==> src/rtl/rc4_encrypt_writer.sv <==
// RC4 encryptor: key schedule + keystream over a private 256x8 S-memory, writes MSG_LEN ct bytes.
// Latency: start in cycle 0 -> INIT 1..256, KSA 257..2304, 12 cycles/byte PRGA, done at 2305+12*MSG_LEN.
// Backpressure: none; start is ignored while busy, plaintext must be held stable until done.
//
// Ports:
//   clk_i, reset_i            clock, synchronous active-high reset
//   start_i                   begin encryption (sampled in IDLE only)
//   secret_key_i[23:0]        key bytes: [23:16], [15:8], [7:0]
//   plain_data_i[MSG_LEN]     plaintext bytes, index 0 first
//   s_address_o/s_data_o/s_wren_o/s_q_i   S-memory port (read data 2 cycles after address)
//   ct_address_o/ct_data_o/ct_wren_o      ciphertext RAM write port
//   busy_o, done_o            busy while working, one-cycle done pulse
module rc4_encrypt_writer #(
   parameter int MSG_LEN = 32
) (
   input  logic        clk_i,
   input  logic        reset_i,
   input  logic        start_i,
   input  logic [23:0] secret_key_i,
   input  logic [7:0]  plain_data_i [MSG_LEN],
   output logic [7:0]  s_address_o,
   output logic [7:0]  s_data_o,
   output logic        s_wren_o,
   input  logic [7:0]  s_q_i,
   output logic [4:0]  ct_address_o,
   output logic [7:0]  ct_data_o,
   output logic        ct_wren_o,
   output logic        busy_o,
   output logic        done_o
);

   typedef enum logic [4:0] {
      IDLE,
      INIT,
      K_RD_I, K_WT_I, K_LAT_I,
      K_RD_J, K_WT_J, K_LAT_J,
      K_WR_I, K_WR_J,
      P_INC,
      P_RD_I, P_WT_I, P_LAT_I,
      P_RD_J, P_WT_J, P_LAT_J,
      P_WR_I, P_WR_J,
      P_RD_F, P_WT_F, P_LAT_F,
      DONE
   } state_t;

   state_t      state_q, state_d;
   logic [7:0]  i_q, i_d;
   logic [7:0]  j_q, j_d;
   logic [4:0]  k_q, k_d;
   logic [1:0]  km_q, km_d;      // i mod 3, kept as a wrapping counter
   logic [23:0] key_q, key_d;
   logic [7:0]  si_q, si_d;
   logic [7:0]  sj_q, sj_d;

   logic [7:0]  key_byte;
   logic [7:0]  pt_byte;

   // Key byte selected by the running i mod 3 counter.
   always_comb begin
      key_byte = key_q[7:0];
      case (km_q)
         2'd0:    key_byte = key_q[23:16];
         2'd1:    key_byte = key_q[15:8];
         default: key_byte = key_q[7:0];
      endcase
   end

   // Plaintext byte for the current k; a compare-mux keeps the index in range for any MSG_LEN.
   always_comb begin
      pt_byte = 8'h00;
      for (int n = 0; n < MSG_LEN; n++) begin
         if (k_q == 5'(n)) pt_byte = plain_data_i[n];
      end
   end

   always_ff @(posedge clk_i) begin
      if (reset_i) begin
         state_q <= IDLE;
         i_q     <= 8'h00;
         j_q     <= 8'h00;
         k_q     <= 5'h00;
         km_q    <= 2'd0;
         key_q   <= 24'h000000;
         si_q    <= 8'h00;
         sj_q    <= 8'h00;
      end else begin
         state_q <= state_d;
         i_q     <= i_d;
         j_q     <= j_d;
         k_q     <= k_d;
         km_q    <= km_d;
         key_q   <= key_d;
         si_q    <= si_d;
         sj_q    <= sj_d;
      end
   end

   always_comb begin
      state_d      = state_q;
      i_d          = i_q;
      j_d          = j_q;
      k_d          = k_q;
      km_d         = km_q;
      key_d        = key_q;
      si_d         = si_q;
      sj_d         = sj_q;
      s_address_o  = 8'h00;
      s_data_o     = 8'h00;
      s_wren_o     = 1'b0;
      ct_address_o = 5'h00;
      ct_data_o    = 8'h00;
      ct_wren_o    = 1'b0;
      busy_o       = 1'b1;
      done_o       = 1'b0;

      case (state_q)
         IDLE: begin
            busy_o = 1'b0;
            if (start_i) begin
               key_d   = secret_key_i;
               i_d     = 8'h00;
               j_d     = 8'h00;
               k_d     = 5'h00;
               state_d = INIT;
            end
         end

         INIT: begin
            s_wren_o    = 1'b1;
            s_address_o = i_q;
            s_data_o    = i_q;
            i_d         = i_q + 8'd1;
            if (i_q == 8'hFF) begin
               j_d     = 8'h00;
               km_d    = 2'd0;
               state_d = K_RD_I;
            end
         end

         // Key schedule: read s[i], read s[j], swap.
         K_RD_I: begin
            s_address_o = i_q;
            state_d     = K_WT_I;
         end
         K_WT_I: begin
            s_address_o = i_q;
            state_d     = K_LAT_I;
         end
         K_LAT_I: begin
            si_d    = s_q_i;
            j_d     = j_q + s_q_i + key_byte;
            km_d    = (km_q == 2'd2) ? 2'd0 : km_q + 2'd1;
            state_d = K_RD_J;
         end
         K_RD_J: begin
            s_address_o = j_q;
            state_d     = K_WT_J;
         end
         K_WT_J: begin
            s_address_o = j_q;
            state_d     = K_LAT_J;
         end
         K_LAT_J: begin
            sj_d    = s_q_i;
            state_d = K_WR_I;
         end
         K_WR_I: begin
            s_wren_o    = 1'b1;
            s_address_o = i_q;
            s_data_o    = sj_q;
            state_d     = K_WR_J;
         end
         K_WR_J: begin
            s_wren_o    = 1'b1;
            s_address_o = j_q;
            s_data_o    = si_q;
            i_d         = i_q + 8'd1;
            if (i_q == 8'hFF) begin
               // i has wrapped to 0; the keystream phase also starts with j = 0.
               j_d     = 8'h00;
               state_d = P_INC;
            end else begin
               state_d = K_RD_I;
            end
         end

         // Keystream generation, one ciphertext byte per pass.
         P_INC: begin
            i_d     = i_q + 8'd1;
            state_d = P_RD_I;
         end
         P_RD_I: begin
            s_address_o = i_q;
            state_d     = P_WT_I;
         end
         P_WT_I: begin
            s_address_o = i_q;
            state_d     = P_LAT_I;
         end
         P_LAT_I: begin
            si_d    = s_q_i;
            j_d     = j_q + s_q_i;
            state_d = P_RD_J;
         end
         P_RD_J: begin
            s_address_o = j_q;
            state_d     = P_WT_J;
         end
         P_WT_J: begin
            s_address_o = j_q;
            state_d     = P_LAT_J;
         end
         P_LAT_J: begin
            sj_d    = s_q_i;
            state_d = P_WR_I;
         end
         P_WR_I: begin
            s_wren_o    = 1'b1;
            s_address_o = i_q;
            s_data_o    = sj_q;
            state_d     = P_WR_J;
         end
         P_WR_J: begin
            s_wren_o    = 1'b1;
            s_address_o = j_q;
            s_data_o    = si_q;
            state_d     = P_RD_F;
         end
         P_RD_F: begin
            s_address_o = si_q + sj_q;
            state_d     = P_WT_F;
         end
         P_WT_F: begin
            s_address_o = si_q + sj_q;
            state_d     = P_LAT_F;
         end
         P_LAT_F: begin
            ct_wren_o    = 1'b1;
            ct_address_o = k_q;
            ct_data_o    = s_q_i ^ pt_byte;
            k_d          = k_q + 5'd1;
            state_d      = (k_q == 5'(MSG_LEN - 1)) ? DONE : P_INC;
         end

         DONE: begin
            busy_o  = 1'b0;
            done_o  = 1'b1;
            state_d = IDLE;
         end

         default: begin
            busy_o  = 1'b0;
            state_d = IDLE;
         end
      endcase
   end

endmodule

==> config.mk <==
export PLATFORM = sky130hd
export DESIGN_NAME = rc4_encrypt_writer
export DESIGN_NICKNAME = d
export VERILOG_FILES = /design/src/rtl/rc4_encrypt_writer.sv
export SDC_FILE = /design/constraint.sdc
export NUM_CORES = 1
export LEC_CHECK = 0
export CORE_AREA = 2 2 142 144
export DETAILED_ROUTE_END_ITERATION = 10
export DIE_AREA = 0 0 144 146
export PLACE_DENSITY = 0.76
export SYNTH_ARGS = -nofsm -noshare
export SYNTH_HDL_FRONTEND = slang
export SYNTH_SLANG_ARGS = --single-unit
==> constraint.sdc <==
create_clock -name clk_i -period 3.36 [get_ports clk_i]
set_input_delay 0.336 -clock clk_i [delete_from_list [all_inputs] [get_ports clk_i]]
set_output_delay 0.336 -clock clk_i [all_outputs]
set_load 0.1 [all_outputs]
# --- Yosys cells after proc, flatten, opt, wreduce, memory -nomap -nowiden ---
# Index checks and enable logic that the tools add are counted.
totals:
  reg_bits: 68
  output_inout_bits: 33
  elab_cells: 153
op_classes:
  add_sub_neg: 6
  n_eq_ne: 59
  mux: 55
  bitwise_logic: 1
  n_reduce_logical: 24
ops:
  columns: ["operator", "n"]
  rows:
  - ["$mux 8", 35]
  - ["$eq 5x5->1 const B", 23]
  - ["$pmux 5 s22", 1]
  - ["$eq 5x4->1 const B", 16]
  - ["$pmux 8 s3", 2]
  - ["$eq 5x3->1 const B", 8]
  - ["$pmux 8 s2", 2]
  - ["$pmux 8 s4", 1]
  - ["$mux 5", 5]
  - ["$add 8x8->8", 3]
  - ["$reduce_or 21->1", 1]
  - ["$eq 5x2->1 const B", 4]
  - ["$reduce_or 2->1", 6]
  - ["$eq 5x1->1 const B", 2]
  - ["$logic_not 5->1", 2]
  - ["$pmux 5 s2", 1]
  - ["$reduce_and 2->1", 5]
  - ["$add 8x1->8 const B", 1]
  - ["$eq 8x8->1 const B", 1]
  - ["$xor 8x8->8", 1]
  - ["$reduce_or 7->1", 1]
  - ["$reduce_bool 2->1", 3]
  - ["$reduce_or 6->1", 1]
  - ["$add 5x1->5 const B", 1]
  - ["14 further kinds", 19]

# --- Longest topological paths before layout ---
# Gate-level depths: netlist of the first run.
depth:
  ltp_word: 35
  depth_mapped: 14
  ltp_nobuf: 14

# --- Worst setup path after synthesis of the first run ---
# OpenSTA, ideal clock, no wires.
synth_timing:
  kind: "flip-flop to output port"
  start: "reg k_q[0]"
  end: "out ct_data_o[7]"
  t_arrival_ns: 4.111
  required_ns: 3.024
  path_slack_ns: -1.087
  stages_incl_launch_ff: 14
  path_buffers: 3
  path_cell_list: "dfxtp_1 ha_1 clkbuf_1 clkbuf_1 and3_1 ha_1 clkbuf_1 nor3_1 o211ai_1 a211oi_1 o31ai_1 a31oi_1 or3_1 a21oi_1"
synth_via:
  elab_chain_len: 35
  word_cells_on_any_way: 66
  classes_between: "31 x eq/ne; 33 x mux; 1 x bitwise; 1 x reduce/logical"
synth_lines:
  columns: ["element", "line", "text"]
  rows:
  - ["from (decl)", "49", "logic [4:0] k_q, k_d;"]
  - ["from (signal assigned)", "90", "k_q <= k_d;"]
  - ["$logic_not 5->1", "72", "if (k_q == 5'(n)) pt_byte = plain_data_i[n];"]
  - ["$mux 8 (31 in a row)", "72", null]
  - ["$mux 8 (*)", "72", null]
  - ["$xor 8x8->8 (*)", "240", "ct_data_o = s_q_i ^ pt_byte;"]
  - ["$mux 8 (*)", "116", "case (state_q)"]
  - ["to (decl)", "26", "output logic [7:0] ct_data_o,"]
# Mark *: on every way between the ends. The rest lies on a longest branch, timed or not.

# --- Worst setup path after layout of the first run ---
layout_timing:
  start: "reg k_q[0]"
  end: "out ct_data_o[5]"
# Same word-level chain as after synthesis.

==> flow_metrics.py, run 1 <==
metrics = {
    "run_status": {
        "status": "finished, violations left",
        "violations": "setup timing",
    },
    "placement": {
        "dp_slack_ns": -0.191,
        "dpl.hpwl_um": 32300,
        "place_area_mm2": 0.0119,
        "portBuffers": 323,
        "place.gp.congestion": 1.01,
    },
    "floorplanning": {
        "die_area_mm2": 0.0210,
        "start_util_pct": 39.5,
        "io_pins": 324,
        "std_cell_rows": 51,
        "fp.dieH_um": 146,
        "fp.coreArea_mm2": 0.0193,
        "dieWidth_um": 144,
    },
    "route": {
        "wl_per_cell_um": 23.1,
        "drc": 0,
        "dr_wl_met2_um": 19000,
        "ant_nets": 0,
        "routed_wl_um": 40500,
        "drtPass1Iterations": 6,
        "drt_iter0_markers": 1259,
        "post_drt_via_cell_ratio": 6.09,
        "wl_met1_um": 15600,
        "routed-wl-met3_um": 3920,
        "vias": 10690,
        "routed.top_layer": "met5",
    },
    "hold_path": {
        "hold_path_end": "key_q[18]$_SDFFE_PP0P_",
        "worstHoldPathCells": 2,
        "worstHoldStart": "key_q[18]$_SDFFE_PP0P_",
        "hp-class": "reg2reg",
    },
    "global_routing": {
        "grt_pass1_wl_um": 60100,
        "grt.total_usage_pct": 36.8,
        "grt.overflow.total": 0,
        "antenna_found_initial": 5,
        "grt_pass1_vias": 10450,
        "grt_max_degree": 34,
    },
    "cts": {
        "cts_tree": "built",
        "clockRootBuffer": "clkbuf_16",
        "htree_levels": 3,
        "clock_path_buffers": 2,
        "hold_buffers": 0,
        "cts_buffers": 9,
        "clk_latency_ns": 0.33,
        "cts.sinks": 68,
        "clk_pin_slew_worst_paths_ns": 0.06,
    },
    "sta": {
        "skew_ns": 0.00697,
        "rsz0062_at_grt": "true",
        "hold_violations": 0,
        "setup_viol": 7,
        "worst_slack_ns": -0.0751,
        "worst_slew_margin_rel_pct": 48.1,
        "fmax_mhz": 291,
        "period_minus_slack_ns": 3.44,
        "tightest_slew_ns": 0.777,
        "finalCritPeriodShare_pct": 102,
        "maxSlewViolCount": 0,
    },
    "logic_synthesis": {
        "yosysSeqAreaShare_pct": 17.8,
        "ys_seq_elements": 68,
        "ys_warn_count": 0,
        "synthTopCellsByCount": "156 x nand2_1, 113 x a21oi_1, 107 x nor2_1, 73 x o21ai_0, 68 x dfxtp_1",
        "synth_most_common_cell": "nand2_1",
        "synth.avg_cell_area_um2": 6.87,
        "ys_types": 77,
        "synth-main-ff-cell": "dfxtp_1",
        "synthTopCellsByArea": "dfxtp_1 18%, nand2_1 7.7%, a21oi_1 7.4%, nor2_1 5.3%, o21ai_0 4.8%",
        "postSynthCellCount": 1112,
        "synth_edf_count": 0,
        "syn_area_mm2": 0.00764,
        "syn_nets": 1434,
        "yosys.area.top_type": "dfxtp_1",
        "netlist.area_leader.share_pct": 17.8,
        "postSynth.asyncResetShare_pct": 0,
    },
    "worst_setup_path": {
        "crit_path_top_delay_cell": "dfxtp_4",
        "worstPathCellList": "inv_6 -> ha_4 -> buf_12 -> and4b_1 -> buf_4 -> a21oi_1 -> o31ai_1 -> o2111a_1 -> a211oi_2 -> buf_4 -> o31a_1 -> o21a_2 -> buf_12",
        "required_ns": 3.02,
        "path_class": "reg2out",
        "worst-path-max-fanout": 14,
        "r2r_slack_ns": 0.35,
        "reg2reg_to": "j_q[6]$_SDFFE_PP0P_",
        "worst_r2r_startpoint": "km_q[1]$_SDFFE_PP0P_",
        "critPathMaxStageDelay_ns": 0.38,
        "startpoint_type": "flop",
        "crit_arrival_ns": 3.10,
        "reg2reg_depth": 10,
        "worstSetupEndpointType": "output port",
    },
    "power": {
        "leakage_nw": 5.02,
        "p_total_w": 0.00255,
        "max-vdd-ir-drop_v": 0.000347,
        "powerDensity_mw_per_mm2": 197,
    },
    "job": {
        "maxCapViolCount": 0,
    },
    "finish": {
        "final_area_mm2": 0.0129,
        "nets": 1803,
        "fill_cells": 1669,
        "areaGrowthSynthToFinish_pct": 69.4,
        "drive_gt1_share_pct": 18.9,
    },
}
==> cell usage in the layout (no fill, tap or decap), types with 24 or more instances in the layout <==
cell type        netlist  layout
a21oi_1              113     106
buf_12                 0      24
buf_4                  6     120
clkdlybuf4s50_1        0     289
dfxtp_1               68      63
inv_1                 34      32
nand2_1              156     153
nand3_1               25      24
nor2_1               107     102
nor3_1                35      33
o21ai_0               73      66
==> final cells by class <==
class / instances / area [µm²] / area share [%]
Multi-Input combinational cell: 920 / 6340 / 49.0
Timing Repair Buffer: 447 / 4430 / 34.2
Sequential cell: 68 / 1380 / 10.7
Tap cell: 265 / 332 / 2.56
Clock buffer: 10 / 239 / 1.85
Inverter: 35 / 146 / 1.13
Clock inverter: 6 / 63.8 / 0.493
Antenna cell: 5 / 12.5 / 0.0967
==> per-layer routing <==
layer | GRT usage [%] | up-vias
li1 | - | 4922
met1 | 46.1 | 4968
met2 | 61.4 | 670
met3 | 6.35 | 128
met4 | 16.3 | 2
met5 | 0 | -
==> worst max path at each step <==
stage,slack (ns),startpoint,cells after the start,end
detailed placement,-0.19,k_q[1]$_SDFFE_PP0P_,10,ct_data_o[3]
global route,-0.17,k_q[0]$_SDFFE_PP0P_,12,ct_data_o[6]
CTS,-0.06,k_q[0]$_SDFFE_PP0P_,12,ct_data_o[1]
global placement,-0.18,k_q[1]$_SDFFE_PP0P_,10,ct_data_o[3]
floorplan,-0.57,state_q[1]$_SDFFE_PP0P_,7,s_address_o[2]
finish,-0.08,k_q[0]$_SDFFE_PP0P_,13,ct_data_o[5]
==> timing repair <==
item / 4_1_cts / 5_1_grt
buffers inserted: 8 / 8
endpoints found under the setup margin: 8 / 9
resized for setup: 86 / 49
pin swaps: 19 / 28
==> report_power, final <==
| group | internal (W) | total [W] | switching [W] |
|---|---|---|---|
| registers | 0.000827 | 0.000852 | 0.0000245 |
| clock network | 0.000593 | 0.000948 | 0.000356 |
| logic | 0.000425 | 0.000750 | 0.000325 |
==> through the flow <==
stage                     util (%)  instances  hold slack, ns  TNS, ns
after CTS                     65.3       1743           0.455   -0.146
after detailed placement      61.5       1719           0.447   -0.711
after floorplan                  -       1112           0.436    -4.33
after global placement        61.5       1719           0.442   -0.574
after global routing          66.9       1753           0.471    -1.05
final                         66.9       1756           0.456   -0.358
==> registers in the layout (all words and copies together), names as in the netlist <==
| register | count |
|---|---|
| key_q | 24 |
| sj_q | 8 |
| km_q | 2 |
| j_q | 8 |
| state_q | 5 |
| si_q | 8 |
| k_q | 5 |
| i_q | 8 |
==> critical path, delay by kind of cell (launching register included) <==
family	cells	cell delay (ns)
compound gates	6	1.22
fa+ha+maj	1	0.16
flops	1	0.38
simple gates	1	0.27
buf+inv	5	0.73
==> cells by family after synthesis <==
family	synth area share [%]
AOI/OAI and AO/OA	33.0
xor gates and xnor gates	3.33
DFF	17.8
and+or+nand+nor	30.4
buffers and inverters	7.22
adders and majority gates	5.37
muxes	2.90
Note: power is estimated with default switching activity, not from simulation.
==> run 2: changes to the inputs <==
Settings changed: PLACE_DENSITY 0.76 to 0.79.
==> flow_metrics.py, run 2 (synthesized netlist as in run 1, its figures left out) <==
metrics = {
    "power": {
        "clkPwrFrac_pct": 38.8,
        "max-vdd-ir-drop_v": 0.000402,
        "p_total_w": 0.00261,
        "p_sw_w": 0.000713,
        "leakage_nw": 5.09,
        "p_comb_share_pct": 28.6,
        "powerDensity_mw_per_mm2": 200,
        "seq_power_share_pct": 32.6,
        "internal_power_w": 0.00190,
        "swShare_pct": 27.3,
    },
    "sta": {
        "setup_viol": 7,
        "skew_ns": 0.00627,
        "tightest_slew_ns": 0.836,
        "tns_ns": -0.560,
        "worst_slack_ns": -0.130,
        "hold_violations": 0,
        "maxSlewViolCount": 0,
        "rsz0062_at_grt": "true",
        "fmax_mhz": 287,
        "period_minus_slack_ns": 3.49,
        "finalCritPeriodShare_pct": 104,
        "worst_slew_margin_rel_pct": 43.9,
    },
    "floorplanning": {
        "io_pins": 324,
        "dieWidth_um": 144,
        "die_area_mm2": 0.0210,
        "std_cell_rows": 51,
        "fp.coreArea_mm2": 0.0193,
        "start_util_pct": 39.5,
        "fp.dieH_um": 146,
    },
    "placement": {
        "portBuffers": 323,
        "dpl.hpwl_um": 31500,
        "place.gp.congestion": 1.02,
    },
    "worst_setup_path": {
        "worstSetupEndpointType": "output port",
        "path_class": "reg2out",
        "reg2reg_depth": 14,
        "startpoint_type": "flop",
        "required_ns": 3.02,
        "worst-path-max-fanout": 6,
        "crit_arrival_ns": 3.15,
    },
    "run_status": {
        "status": "finished, violations left",
        "violations": "setup timing",
    },
    "route": {
        "drtPass1Iterations": 7,
        "drc": 0,
        "post_drt_via_cell_ratio": 6.13,
        "vias": 10827,
        "wl_per_cell_um": 22.5,
        "routed_wl_um": 39800,
        "ant_nets": 0,
        "drt_iter0_markers": 1318,
    },
    "global_routing": {
        "grt.overflow.total": 0,
        "grt_pass1_wl_um": 58900,
        "grt_max_degree": 34,
        "grt_pass1_vias": 10362,
        "grt.total_usage_pct": 35.8,
        "antenna_found_initial": 3,
    },
    "finish": {
        "top_register": "key_q",
        "fill_cells": 1626,
        "areaGrowthSynthToFinish_pct": 70.7,
        "post-route-util_pct": 67.4,
        "final_cell_mix": "289 x clkdlybuf4s50_1, 155 x nand2_1, 132 x buf_4",
        "nets": 1816,
        "largest_register_ffs": 24,
        "drive_gt1_share_pct": 19.2,
        "mostFrequentLayoutCell": "clkdlybuf4s50_1",
    },
    "hold_path": {
        "worstHoldPathCells": 2,
        "hp-class": "reg2reg",
    },
    "cts": {
        "clock_path_buffers": 2,
        "clockRootBuffer": "clkbuf_16",
        "clk_pin_slew_worst_paths_ns": 0.05,
        "cts_buffers": 9,
        "clk_latency_ns": 0.34,
        "cts_tree": "built",
        "hold_buffers": 0,
        "cts.sinks": 68,
        "htree_levels": 3,
    },
    "job": {
        "maxCapViolCount": 0,
    },
}
[run 2: cell count changes in the layout (fill, tap and decap cells not counted), moves of 3 or more]
cell,previous run,this run
and4b_2,4,7
and4b_1,9,6
nor4_2,6,0
buf_4,120,132
nor4_1,5,9
[run 2: stage by stage]
step	hold WS, ns	worst slack, ns	instance area [µm²]	cells
after floorplan	0.436	-0.574	7740	1112
final	0.453	-0.130	13000	1767
after detailed placement	0.448	-0.186	11900	1717
after global placement	0.442	-0.154	11900	1717
after global routing	0.473	-0.182	13000	1764
after CTS	0.455	-0.0821	12600	1744
[run 2: final timing paths]
| check | startpoint | to | slack [ns] |
|---|---|---|---|
| worst min-delay path | key_q[14]$_SDFFE_PP0P_ | key_q[14]$_SDFFE_PP0P_ | 0.45 |
| worst max register to register | j_q[0]$_SDFFE_PP0P_ | j_q[7]$_SDFFE_PP0P_ | 0.33 |
| worst max-delay path | k_q[2]$_SDFFE_PP0P_ | ct_data_o[4] | -0.13 |
| worst min register to register | key_q[14]$_SDFFE_PP0P_ | key_q[14]$_SDFFE_PP0P_ | 0.45 |
[run 2: power groups by stage]
stage / registers, W / clock network [W] / logic, W
after CTS: 0.000850 / 0.00103 / 0.000730
after global placement: 0.000869 / 0 / 0.000715
after global routing: 0.000854 / 0.00105 / 0.000782
after floorplan: 0.000859 / 0 / 0.000238
after detailed placement: 0.000871 / 0 / 0.000710
final: 0.000851 / 0.00101 / 0.000748
[run 2: routing by layer]
| metal | vias up | global-route usage, % | wire, µm |
|---|---|---|---|
| met5 | - | 0 | 0 |
| met4 | 0 | 14.3 | 1810 |
| met3 | 145 | 6.58 | 4170 |
| met2 | 728 | 60.8 | 18700 |
| met1 | 5011 | 44.5 | 15200 |
| li1 | 4943 | - | - |
[run 2: cell type report]
| type | count | area (µm²) | area share [%] |
|---|---|---|---|
| tap | 265 | 332 | 2.54 |
| clock inverter | 6 | 88.8 | 0.681 |
| inverter | 35 | 139 | 1.07 |
| sequential | 68 | 1380 | 10.6 |
| multi-input combinational | 920 | 6340 | 48.7 |
| clock buffer | 10 | 229 | 1.76 |
| antenna | 3 | 7.51 | 0.0576 |
| timing repair buffer | 460 | 4520 | 34.7 |
[run 2: repair_timing]
| action | 4_1_cts | 5_1_grt |
|---|---|---|
| gates resized for setup | 77 | 50 |
| endpoints found under the setup margin | 8 | 9 |
| pin swaps | 23 | 40 |
| cloned | 0 | 0 |
| buffers inserted | 11 | 20 |
[run 2: critical path, stage by stage, from the launching register on]
cell	delay [ns]
dfxtp_4	0.37
buf_4	0.14
or3_1	0.38
buf_4	0.17
nor3_1	0.25
a211oi_2	0.13
o21ai_1	0.21
a311oi_2	0.18
o21a_1	0.22
or3_4	0.40
a21oi_4	0.17
buf_12	0.19
==> run 3: changes to the inputs <==
Settings changed: CAP_MARGIN set to 5, RECOVER_POWER set to 100, REMOVE_ABC_BUFFERS set to 1.
==> flow_metrics.py, run 3 (synthesized netlist as in run 1, its figures left out) <==
metrics = {
    "floorplanning": {
        "die_area_mm2": 0.0210,
        "fp.dieH_um": 146,
        "start_util_pct": 39.5,
        "fp.coreArea_mm2": 0.0193,
        "io_pins": 324,
        "std_cell_rows": 51,
        "dieWidth_um": 144,
    },
    "worst_setup_path": {
        "worstSetupEndpointType": "output port",
        "crit_arrival_ns": 3.22,
        "path_class": "reg2out",
        "worst-path-max-fanout": 11,
        "worst_r2r_startpoint": "j_q[0]$_SDFFE_PP0P_",
        "startpoint_type": "flop",
        "required_ns": 3.02,
        "critPathLaunch": "k_q[0]$_SDFFE_PP0P_",
    },
    "cts": {
        "htree_levels": 3,
        "clock_path_buffers": 2,
        "cts_buffers": 9,
        "cts_tree": "built",
        "clk_latency_ns": 0.35,
        "cts.sinks": 68,
        "clockRootBuffer": "clkbuf_16",
        "clk_pin_slew_worst_paths_ns": 0.06,
    },
    "finish": {
        "top_register": "key_q",
        "multiInputGateArea_mm2": 0.00633,
        "ff_latch_area_mm2": 0.00138,
        "areaGrowthSynthToFinish_pct": 73.0,
        "fill_cells": 1665,
        "largest_register_ffs": 24,
        "mostFrequentLayoutCell": "clkdlybuf4s50_1",
        "nets": 1850,
        "final_cell_mix": "288 x clkdlybuf4s50_1, 152 x nand2_1, 141 x buf_4",
        "drive_gt1_share_pct": 21.3,
    },
    "placement": {
        "place.gp.congestion": 1.06,
        "dp_slack_ns": -0.243,
        "portBuffers": 323,
        "dpl.hpwl_um": 34500,
    },
    "power": {
        "p_total_w": 0.00261,
        "powerDensity_mw_per_mm2": 198,
        "leakage_nw": 5.23,
        "max-vdd-ir-drop_v": 0.000437,
    },
    "route": {
        "routed-wl-met3_um": 4030,
        "wl_met1_um": 17800,
        "routed.top_layer": "met5",
        "ant_nets": 0,
        "vias": 11084,
        "post_drt_via_cell_ratio": 6.14,
        "drtPass1Iterations": 5,
        "dr_wl_met2_um": 19600,
        "routed_wl_um": 43300,
        "wl_per_cell_um": 24.0,
        "drt_iter0_markers": 1426,
        "drc": 0,
    },
    "global_routing": {
        "grt_max_degree": 34,
        "antenna_found_initial": 9,
        "grt_pass1_vias": 10754,
        "grt.overflow.total": 0,
        "grt.total_usage_pct": 39.5,
        "grt_pass1_wl_um": 63700,
    },
    "sta": {
        "worst_slew_margin_rel_pct": 16.1,
        "rsz0062_at_grt": "true",
        "finalCritPeriodShare_pct": 106,
        "skew_ns": 0.00987,
        "worst_slack_ns": -0.193,
        "hold_violations": 0,
        "setup_viol": 8,
        "tightest_slew_ns": 1.26,
        "period_minus_slack_ns": 3.55,
        "fmax_mhz": 281,
        "maxSlewViolCount": 0,
    },
    "hold_path": {
        "hp-class": "reg2reg",
        "worstHoldStart": "key_q[8]$_SDFFE_PP0P_",
    },
    "job": {
        "maxCapViolCount": 0,
    },
    "run_status": {
        "status": "finished, violations left",
        "violations": "setup timing",
    },
}
## run 3: cell types whose count changed in the layout (fill, tap and decap cells not counted), sizes merged
cell	change
diode	+3
clkdlybuf4s50	-1
clkinv	+1
clkinvlp	-1
dlygate4sd3	+1
buf	+7
clkbuf	+24
inv	+1
bufbuf	+2
## run 3: path summary, 6_finish.rpt
kind | endpoint | slack, ns | cells past startpoint
hold reg to reg | key_q[8]$_SDFFE_PP0P_ | 0.45 | 2
hold / removal | key_q[8]$_SDFFE_PP0P_ | 0.45 | 2
setup reg to reg | j_q[7]$_SDFFE_PP0P_ | 0.16 | 14
setup / recovery | ct_data_o[0] | -0.19 | 12
## run 3: report_power, final
part | internal, W | total [W] | switching (W)
Combinational | 0.000413 | 0.000729 | 0.000316
Clock | 0.000653 | 0.00103 | 0.000374
Sequential | 0.000829 | 0.000855 | 0.0000267
## run 3: stage by stage
step	area, µm²	hold WS [ns]	utilization [%]	cells	setup TNS (ns)
finish	13200	0.452	68.3	1804	-0.946
global route	13200	0.466	68.3	1802	-1.85
CTS	13100	0.454	67.8	1786	-0.715
global placement	12100	0.442	62.5	1754	-0.658
detailed placement	12100	0.446	62.5	1754	-0.825
floorplan	7220	0.405	-	1023	-12.41
## run 3: per-layer routing
layer  GRT usage [%]  vias to the layer above
met4            15.4                        6
met2            63.1                      712
met1            52.0                     5222
met3            8.06                      128
met5               0                        -
li1                -                     5016
## run 3: layout make-up
| cell class | instances | share of cell area, % |
|---|---|---|
| repair buffers | 494 | 35.5 |
| well taps | 265 | 2.51 |
| clock inverters | 7 | 0.748 |
| inverters | 35 | 1.04 |
| clock buffers | 9 | 1.70 |
| flip-flops and latches | 68 | 10.4 |
| multi-input cells | 920 | 47.9 |
| diodes | 6 | 0.114 |
## run 3: worst max-delay path, cell delays in order (launching register included)
cell and delay (ns):
dfxtp_4 0.41, ha_4 0.17, buf_8 0.14, and4bb_2 0.29, buf_6 0.15, nor3_2 0.05
or4_1 0.47, a211o_1 0.31, a31oi_4 0.18, a2bb2oi_2 0.20, xnor2_1 0.11, nor2_2 0.18
buf_12 0.20
## run 3: repair_timing
action                                  CTS  global route
cloned                                    1             0
pin swaps                                36            34
resized for setup                       117            45
hold buffers                              0             0
setup buffers                            16            14
endpoints found under the setup margin    8             9
